==> src/rtl/lcs_pkg.sv <==
// Shared definitions for the LCS request/acknowledge link: FSM states,
// address width and the temperature byte window.
package lcs_pkg;

    localparam int LCS_ADDR_W      = 9;
    localparam int TEMP_ADDR_FIRST = 184;
    localparam int TEMP_ADDR_LAST  = 187;

    typedef enum logic [2:0] {
        IDLE,
        REQ,
        CAPT,
        REL,
        PUSH,
        NEXT
    } lcs_state_e;

    // True for LCS addresses that carry live temperature bytes.
    function automatic logic is_temp_addr(input int addr);
        return (addr >= TEMP_ADDR_FIRST) && (addr <= TEMP_ADDR_LAST);
    endfunction

endpackage

==> src/rtl/sync2.sv <==
// Generic two-flop synchroniser for signals arriving from another clock domain.
module sync2 #(
    parameter int W = 1
) (
    input  logic         clk,
    input  logic         rst,
    input  logic [W-1:0] d,
    output logic [W-1:0] q
);

    logic [W-1:0] meta_q, meta_d;
    logic [W-1:0] sync_q, sync_d;

    // Shift the async input through two stages.
    always_comb begin
        meta_d = d;
        sync_d = meta_q;
    end

    // Synchronous active-low reset clears both stages.
    always_ff @(posedge clk) begin
        if (!rst) begin
            meta_q <= '0;
            sync_q <= '0;
        end else begin
            meta_q <= meta_d;
            sync_q <= sync_d;
        end
    end

    assign q = sync_q;

endmodule

==> src/rtl/lcs_frame_reader.sv <==
// Initiator side of the LCS ROM link: walks addresses 0..FRAME_LEN-1, runs a
// four-phase rqRom/ack handshake per byte and streams each byte downstream.
//
// state | meaning
// IDLE  | waiting for start
// REQ   | request raised (or held off while a stale ack is still high)
// CAPT  | sample data_in, drop the request
// REL   | wait for ack to fall
// PUSH  | byte offered on out_valid/out_ready
// NEXT  | advance address or finish the frame
module lcs_frame_reader
    import lcs_pkg::*;
#(
    parameter int FRAME_LEN = 512,
    parameter int ADDR_W    = LCS_ADDR_W,
    parameter int TIMEOUT   = 1023
) (
    input  logic              clk,
    input  logic              rst,
    input  logic              start,
    output logic              rqRom,
    input  logic              ack,
    output logic [ADDR_W-1:0] LCSaddr,
    input  logic [7:0]        data_in,
    output logic [7:0]        out_data,
    output logic              out_valid,
    input  logic              out_ready,
    output logic              busy,
    output logic              frame_done,
    output logic              timeout_err
);

    localparam int                CNT_W     = $clog2(TIMEOUT + 1);
    localparam logic [CNT_W-1:0]  CNT_LAST  = CNT_W'(TIMEOUT - 1);
    localparam logic [ADDR_W-1:0] ADDR_LAST = ADDR_W'(FRAME_LEN - 1);

    lcs_state_e        state_q, state_d;
    logic              rq_q, rq_d;
    logic [ADDR_W-1:0] addr_q, addr_d;
    logic [7:0]        data_q, data_d;
    logic              valid_q, valid_d;
    logic              busy_q, busy_d;
    logic              done_q, done_d;
    logic              terr_q, terr_d;
    logic [CNT_W-1:0]  cnt_q, cnt_d;

    logic ack_s;
    logic cnt_clr, cnt_inc;
    logic addr_clr, addr_inc;
    logic cnt_hit;
    logic last_addr;

    sync2 #(.W(1)) u_ack_sync (
        .clk (clk),
        .rst (rst),
        .d   (ack),
        .q   (ack_s)
    );

    // The wait that ends on this cycle is the TIMEOUT-th one.
    assign cnt_hit   = (cnt_q == CNT_LAST);
    assign last_addr = (addr_q == ADDR_LAST);

    // Next-state and handshake decisions; counters are steered via strobes.
    always_comb begin
        state_d  = state_q;
        rq_d     = rq_q;
        data_d   = data_q;
        valid_d  = valid_q;
        busy_d   = busy_q;
        done_d   = 1'b0;
        terr_d   = terr_q;
        cnt_clr  = 1'b0;
        cnt_inc  = 1'b0;
        addr_clr = 1'b0;
        addr_inc = 1'b0;
        case (state_q)
            IDLE: begin
                if (start) begin
                    busy_d   = 1'b1;
                    terr_d   = 1'b0;
                    addr_clr = 1'b1;
                    cnt_clr  = 1'b1;
                    // A still-high ack holds the request off until it falls.
                    rq_d     = !ack_s;
                    state_d  = REQ;
                end
            end
            REQ: begin
                cnt_inc = 1'b1;
                if (rq_q && ack_s) begin
                    state_d = CAPT;
                end else if (cnt_hit) begin
                    data_d  = 8'h00;
                    terr_d  = 1'b1;
                    rq_d    = 1'b0;
                    valid_d = 1'b1;
                    state_d = PUSH;
                end else if (!rq_q && !ack_s) begin
                    // Stale ack has cleared; the ack-rise wait starts afresh.
                    rq_d    = 1'b1;
                    cnt_clr = 1'b1;
                end
            end
            CAPT: begin
                data_d  = data_in;
                rq_d    = 1'b0;
                cnt_clr = 1'b1;
                state_d = REL;
            end
            REL: begin
                cnt_inc = 1'b1;
                if (!ack_s) begin
                    valid_d = 1'b1;
                    state_d = PUSH;
                end else if (cnt_hit) begin
                    terr_d  = 1'b1;
                    valid_d = 1'b1;
                    state_d = PUSH;
                end
            end
            PUSH: begin
                if (out_ready) begin
                    valid_d = 1'b0;
                    done_d  = last_addr;
                    state_d = NEXT;
                end
            end
            NEXT: begin
                if (last_addr) begin
                    addr_clr = 1'b1;
                    busy_d   = 1'b0;
                    state_d  = IDLE;
                end else begin
                    addr_inc = 1'b1;
                    cnt_clr  = 1'b1;
                    rq_d     = !ack_s;
                    state_d  = REQ;
                end
            end
            default: begin
                state_d = IDLE;
            end
        endcase
    end

    // Handshake timeout counter and byte address.
    always_comb begin
        cnt_d  = cnt_q;
        addr_d = addr_q;
        if (cnt_clr) begin
            cnt_d = '0;
        end else if (cnt_inc) begin
            cnt_d = cnt_q + CNT_W'(1);
        end
        if (addr_clr) begin
            addr_d = '0;
        end else if (addr_inc) begin
            addr_d = addr_q + ADDR_W'(1);
        end
    end

    // State and datapath registers with synchronous active-low reset.
    always_ff @(posedge clk) begin
        if (!rst) begin
            state_q <= IDLE;
            rq_q    <= 1'b0;
            addr_q  <= '0;
            data_q  <= 8'h00;
            valid_q <= 1'b0;
            busy_q  <= 1'b0;
            done_q  <= 1'b0;
            terr_q  <= 1'b0;
            cnt_q   <= '0;
        end else begin
            state_q <= state_d;
            rq_q    <= rq_d;
            addr_q  <= addr_d;
            data_q  <= data_d;
            valid_q <= valid_d;
            busy_q  <= busy_d;
            done_q  <= done_d;
            terr_q  <= terr_d;
            cnt_q   <= cnt_d;
        end
    end

    // Gating with rst drops the request as soon as reset is asserted,
    // without waiting for the next clock edge.
    assign rqRom       = rq_q & rst;
    assign LCSaddr     = addr_q;
    assign out_data    = data_q;
    assign out_valid   = valid_q;
    assign busy        = busy_q;
    assign frame_done  = done_q;
    assign timeout_err = terr_q;

endmodule

==> config.mk <==
export PLATFORM = sky130hd
export DESIGN_NAME = lcs_frame_reader
export DESIGN_NICKNAME = d
export VERILOG_FILES = /design/src/rtl/lcs_pkg.sv /design/src/rtl/sync2.sv /design/src/rtl/lcs_frame_reader.sv
export SDC_FILE = /design/constraint.sdc
export NUM_CORES = 1
export LEC_CHECK = 0
export CAP_MARGIN = 0
export CORE_ASPECT_RATIO = 0.5
export CORE_MARGIN = 3
export CORE_UTILIZATION = 55
export DETAILED_ROUTE_END_ITERATION = 16
export HOLD_SLACK_MARGIN = 0.12
export PLACE_DENSITY = 0.84
export SYNTH_ARGS = -nofsm -noshare
export SYNTH_HDL_FRONTEND = slang
export SYNTH_SLANG_ARGS = --single-unit
==> constraint.sdc <==
create_clock -name clk -period 3.9 [get_ports clk]
set_input_delay 0.78 -clock clk [delete_from_list [all_inputs] [get_ports clk]]
set_output_delay 0.78 -clock clk [all_outputs]
set_load 0.03 [all_outputs]
==> run_results.csv <==
group,metric,value,unit
layout,area_growth,23.7,%
floorplan,die_w,86.8,µm
synth,synthTopCellsByCount,"dfxtp_1, nor2_1, nand2_1",
layout,antenna_cells,0,
timing,max_freq,335,MHz
critical_path,crit_fanout,12,
synth,synth-simple-area-share,0.286,
critical_path,critPathCaptureType,"output port",
clock_tree,htreeDepth,2,
power_and_ir_drop,power.total,742,µW
global_route,grt_pass1_wl,6.56,mm
drt,ant_nets,0,
drt,drt-vias-per-instance,5.80,
clock_tree,clock_sinks,37,
layout,final_core_util,0.781,
synth,synth_compound_gate_area_share,0.154,
layout,drive_above_1_share,0.0982,
timing,fin_setup_tns,0,ns
synth,synthAdderAreaFrac,0.0279,
floorplan,ios,35,
status,status,"finished clean",
floorplan,die_h,46.4,µm
synth,ys_ff_latch,37,
layout,seqCellArea,741,µm²
synth,synth_most_common_cell,"dfxtp_1",
clock_tree,cts_tree,"built",
synth,synthArstFlopShare,0,
global_route,grt_max_degree,24,
placed_design,routabilityCongestion,0.836,
clock_tree,numCtsBuffers,5,
drt,num_vias,1515,
timing,fin_crit_sh,0.767,
synth,synth_warnings,0,
critical_path,crit_path_start_kind,"primary input",
clock_tree,clock-root-buffer,"clkbuf_8",
floorplan,dieArea,0.00403,mm²
synth,netlist_area,0.00180,mm²
timing,worst_slew_pin_slew,0.802,ns
synth,synthesis.instances,190,
synth,syn_nets,207,
layout,final_nets,241,
synth,synth_top_family_by_area,"simple AND/OR/NAND/NOR gates",
drt,drcViolationCount,0,
drt,wl_per_cell,15.1,µm
power_and_ir_drop,p_per_area,334,mW/mm²
clock_tree,cts_setup_buffers,0,
drt,drt_pass1_iterations,4,
synth,synth_edf_count,0,
timing,fin_crit,2.99,ns
synth,synth_xor_area_frac,0.0780,
power_and_ir_drop,p_leak,0.792,nW
synth,syn_area_per_cell,9.46,µm²
synth,synthTopCellsByArea,"dfxtp_1, xnor2_1, nor2_1, a22o_1, nand2_1",
critical_path,crit_type,"in2out",
timing,clock_skew,0.00455,ns
clock_tree,clock_path_buffers,2,
clock_tree,ctsResizeCount,0,
placed_design,dpl.hpwl,2.73,mm
placed_design,io_buffers,34,
hold_path,hold_path.class,"reg2reg",
drt,routed_wl,3.94,mm
global_route,antenna_found_initial,0,
synth,ys.flop_type,"dfxtp_1",
floorplan,rows,13,
layout,multi_input_area,980,µm²
synth,synthDominantCellAreaShare,0.412,
timing,grt_setup_unrepaired,"false",
synth,ys_seq_area_frac,0.412,
power_and_ir_drop,vdd_drop_max,235,µV
clock_tree,holdBufCountCts,0,
critical_path,worst_ep_arrival_time,2.21,ns
drt,drt_iter0_drc,97,
clock_tree,path_clk_slew,0.07,ns
critical_path,crit_required,3.12,ns
global_route,grt_remaining_overflow,0,
layout,fillers,197,
floorplan,start_util,0.631,
timing,finalSetupViolCount,0,
synth,synth_cell_type_count,47,
global_route,grt_use_total,0.223,
floorplan,core,0.00285,mm²
flow_run,maxCapViolCount,0,
global_route,grt_pass1_vias,1344,
timing,finalHoldViolCount,0,
clock_tree,clk_latency,0.29,ns
timing,drv_slew,0,
synth,synthMuxAreaShare,0,
synth,synth_top_area_cell,"dfxtp_1",
timing,slew_headroom,0.464,
-- path summary, 6_finish.rpt --
path / startpoint / end / slack (ns) / depth (start not counted)
max: rst / rqRom / 0.91 / 4
min: u_ack_sync.meta_q$_SDFF_PN0_ / u_ack_sync.q$_SDFF_PN0_ / 0.44 / 1
max reg2reg: LCSaddr[0]$_SDFFE_PP0P_ / cnt_q[1]$_SDFFE_PP0P_ / 1.72 / 8
min reg2reg: u_ack_sync.meta_q$_SDFF_PN0_ / u_ack_sync.q$_SDFF_PN0_ / 0.44 / 1
-- routing by layer --
metal,global-route usage,share of wire
met1,0.276,0.47
met2,0.353,0.43
met3,0.0839,0.075
met4,0.0963,0.021
met5,0,0
-- worst max-delay path, cell delays in order --
cell and delay, ns:
clkdlybuf4s50_1 0.47, buf_4 0.17, and2_1 0.13, clkdlybuf4s50_1 0.66
-- power breakdown --
part           internal (mW)  switching [mW]  leakage [nW]  total, mW
Combinational         0.0392          0.0393         0.449     0.0785
Sequential             0.386          0.0138         0.300      0.399
Clock                  0.140           0.124        0.0443      0.264
Total                  0.565           0.177         0.792      0.742
-- layout make-up --
| class | count | area share |
|---|---|---|
| clock buffers | 7 | 0.0388 |
| inverters | 6 | 0.0101 |
| multi-input cells | 139 | 0.441 |
| flip-flops and latches | 37 | 0.333 |
| well taps | 37 | 0.0208 |
| repair buffers | 35 | 0.156 |
-- logic make-up after synthesis --
| logic type | count (synthesis) |
|---|---|
| simple gates | 85 |
| flops | 37 |
| compound gates | 34 |
| xor+xnor | 16 |
| buf+inv | 14 |
| fa+ha+maj | 4 |
-- metrics by stage --
step	setup WS (ns)	area (µm²)	instances	hold WS (ns)
after global placement	0.922	2140	254	0.419
after CTS	0.908	2220	261	0.442
after floorplan	1.87	1800	190	0.412
after global routing	0.865	2220	261	0.476
final	0.910	2220	261	0.445
after detailed placement	0.915	2140	254	0.426
-- placed cells by master, fill, tap and decap left out, drive strengths merged, types with 4 or more instances in the layout --
master         synthesis  final
nand3                  4      4
xor2                   5      5
ha                     4      4
a22o                   8      8
xnor2                 11     11
a211oi                 4      4
and2                   5      5
dfxtp                 37     37
inv                    6      6
nand4                  5      5
nor2                  24     24
nand2                 14     14
clkbuf                 1      7
nor3                  11     11
a21oi                  5      5
o21ai                  7      7
clkdlybuf4s50          0     34
-- flip-flops by register name, summed over array words and instances, names as in the netlist --
| signal | cells |
|---|---|
| state_q | 3 |
| u_ack_sync.meta_q | 1 |
| cnt_q | 10 |
| busy | 1 |
| timeout_err | 1 |
| frame_done | 1 |
| LCSaddr | 9 |
| u_ack_sync.q | 1 |
| rq_q | 1 |
| out_valid | 1 |
| out_data | 8 |
(Power assumes the default switching activity.)
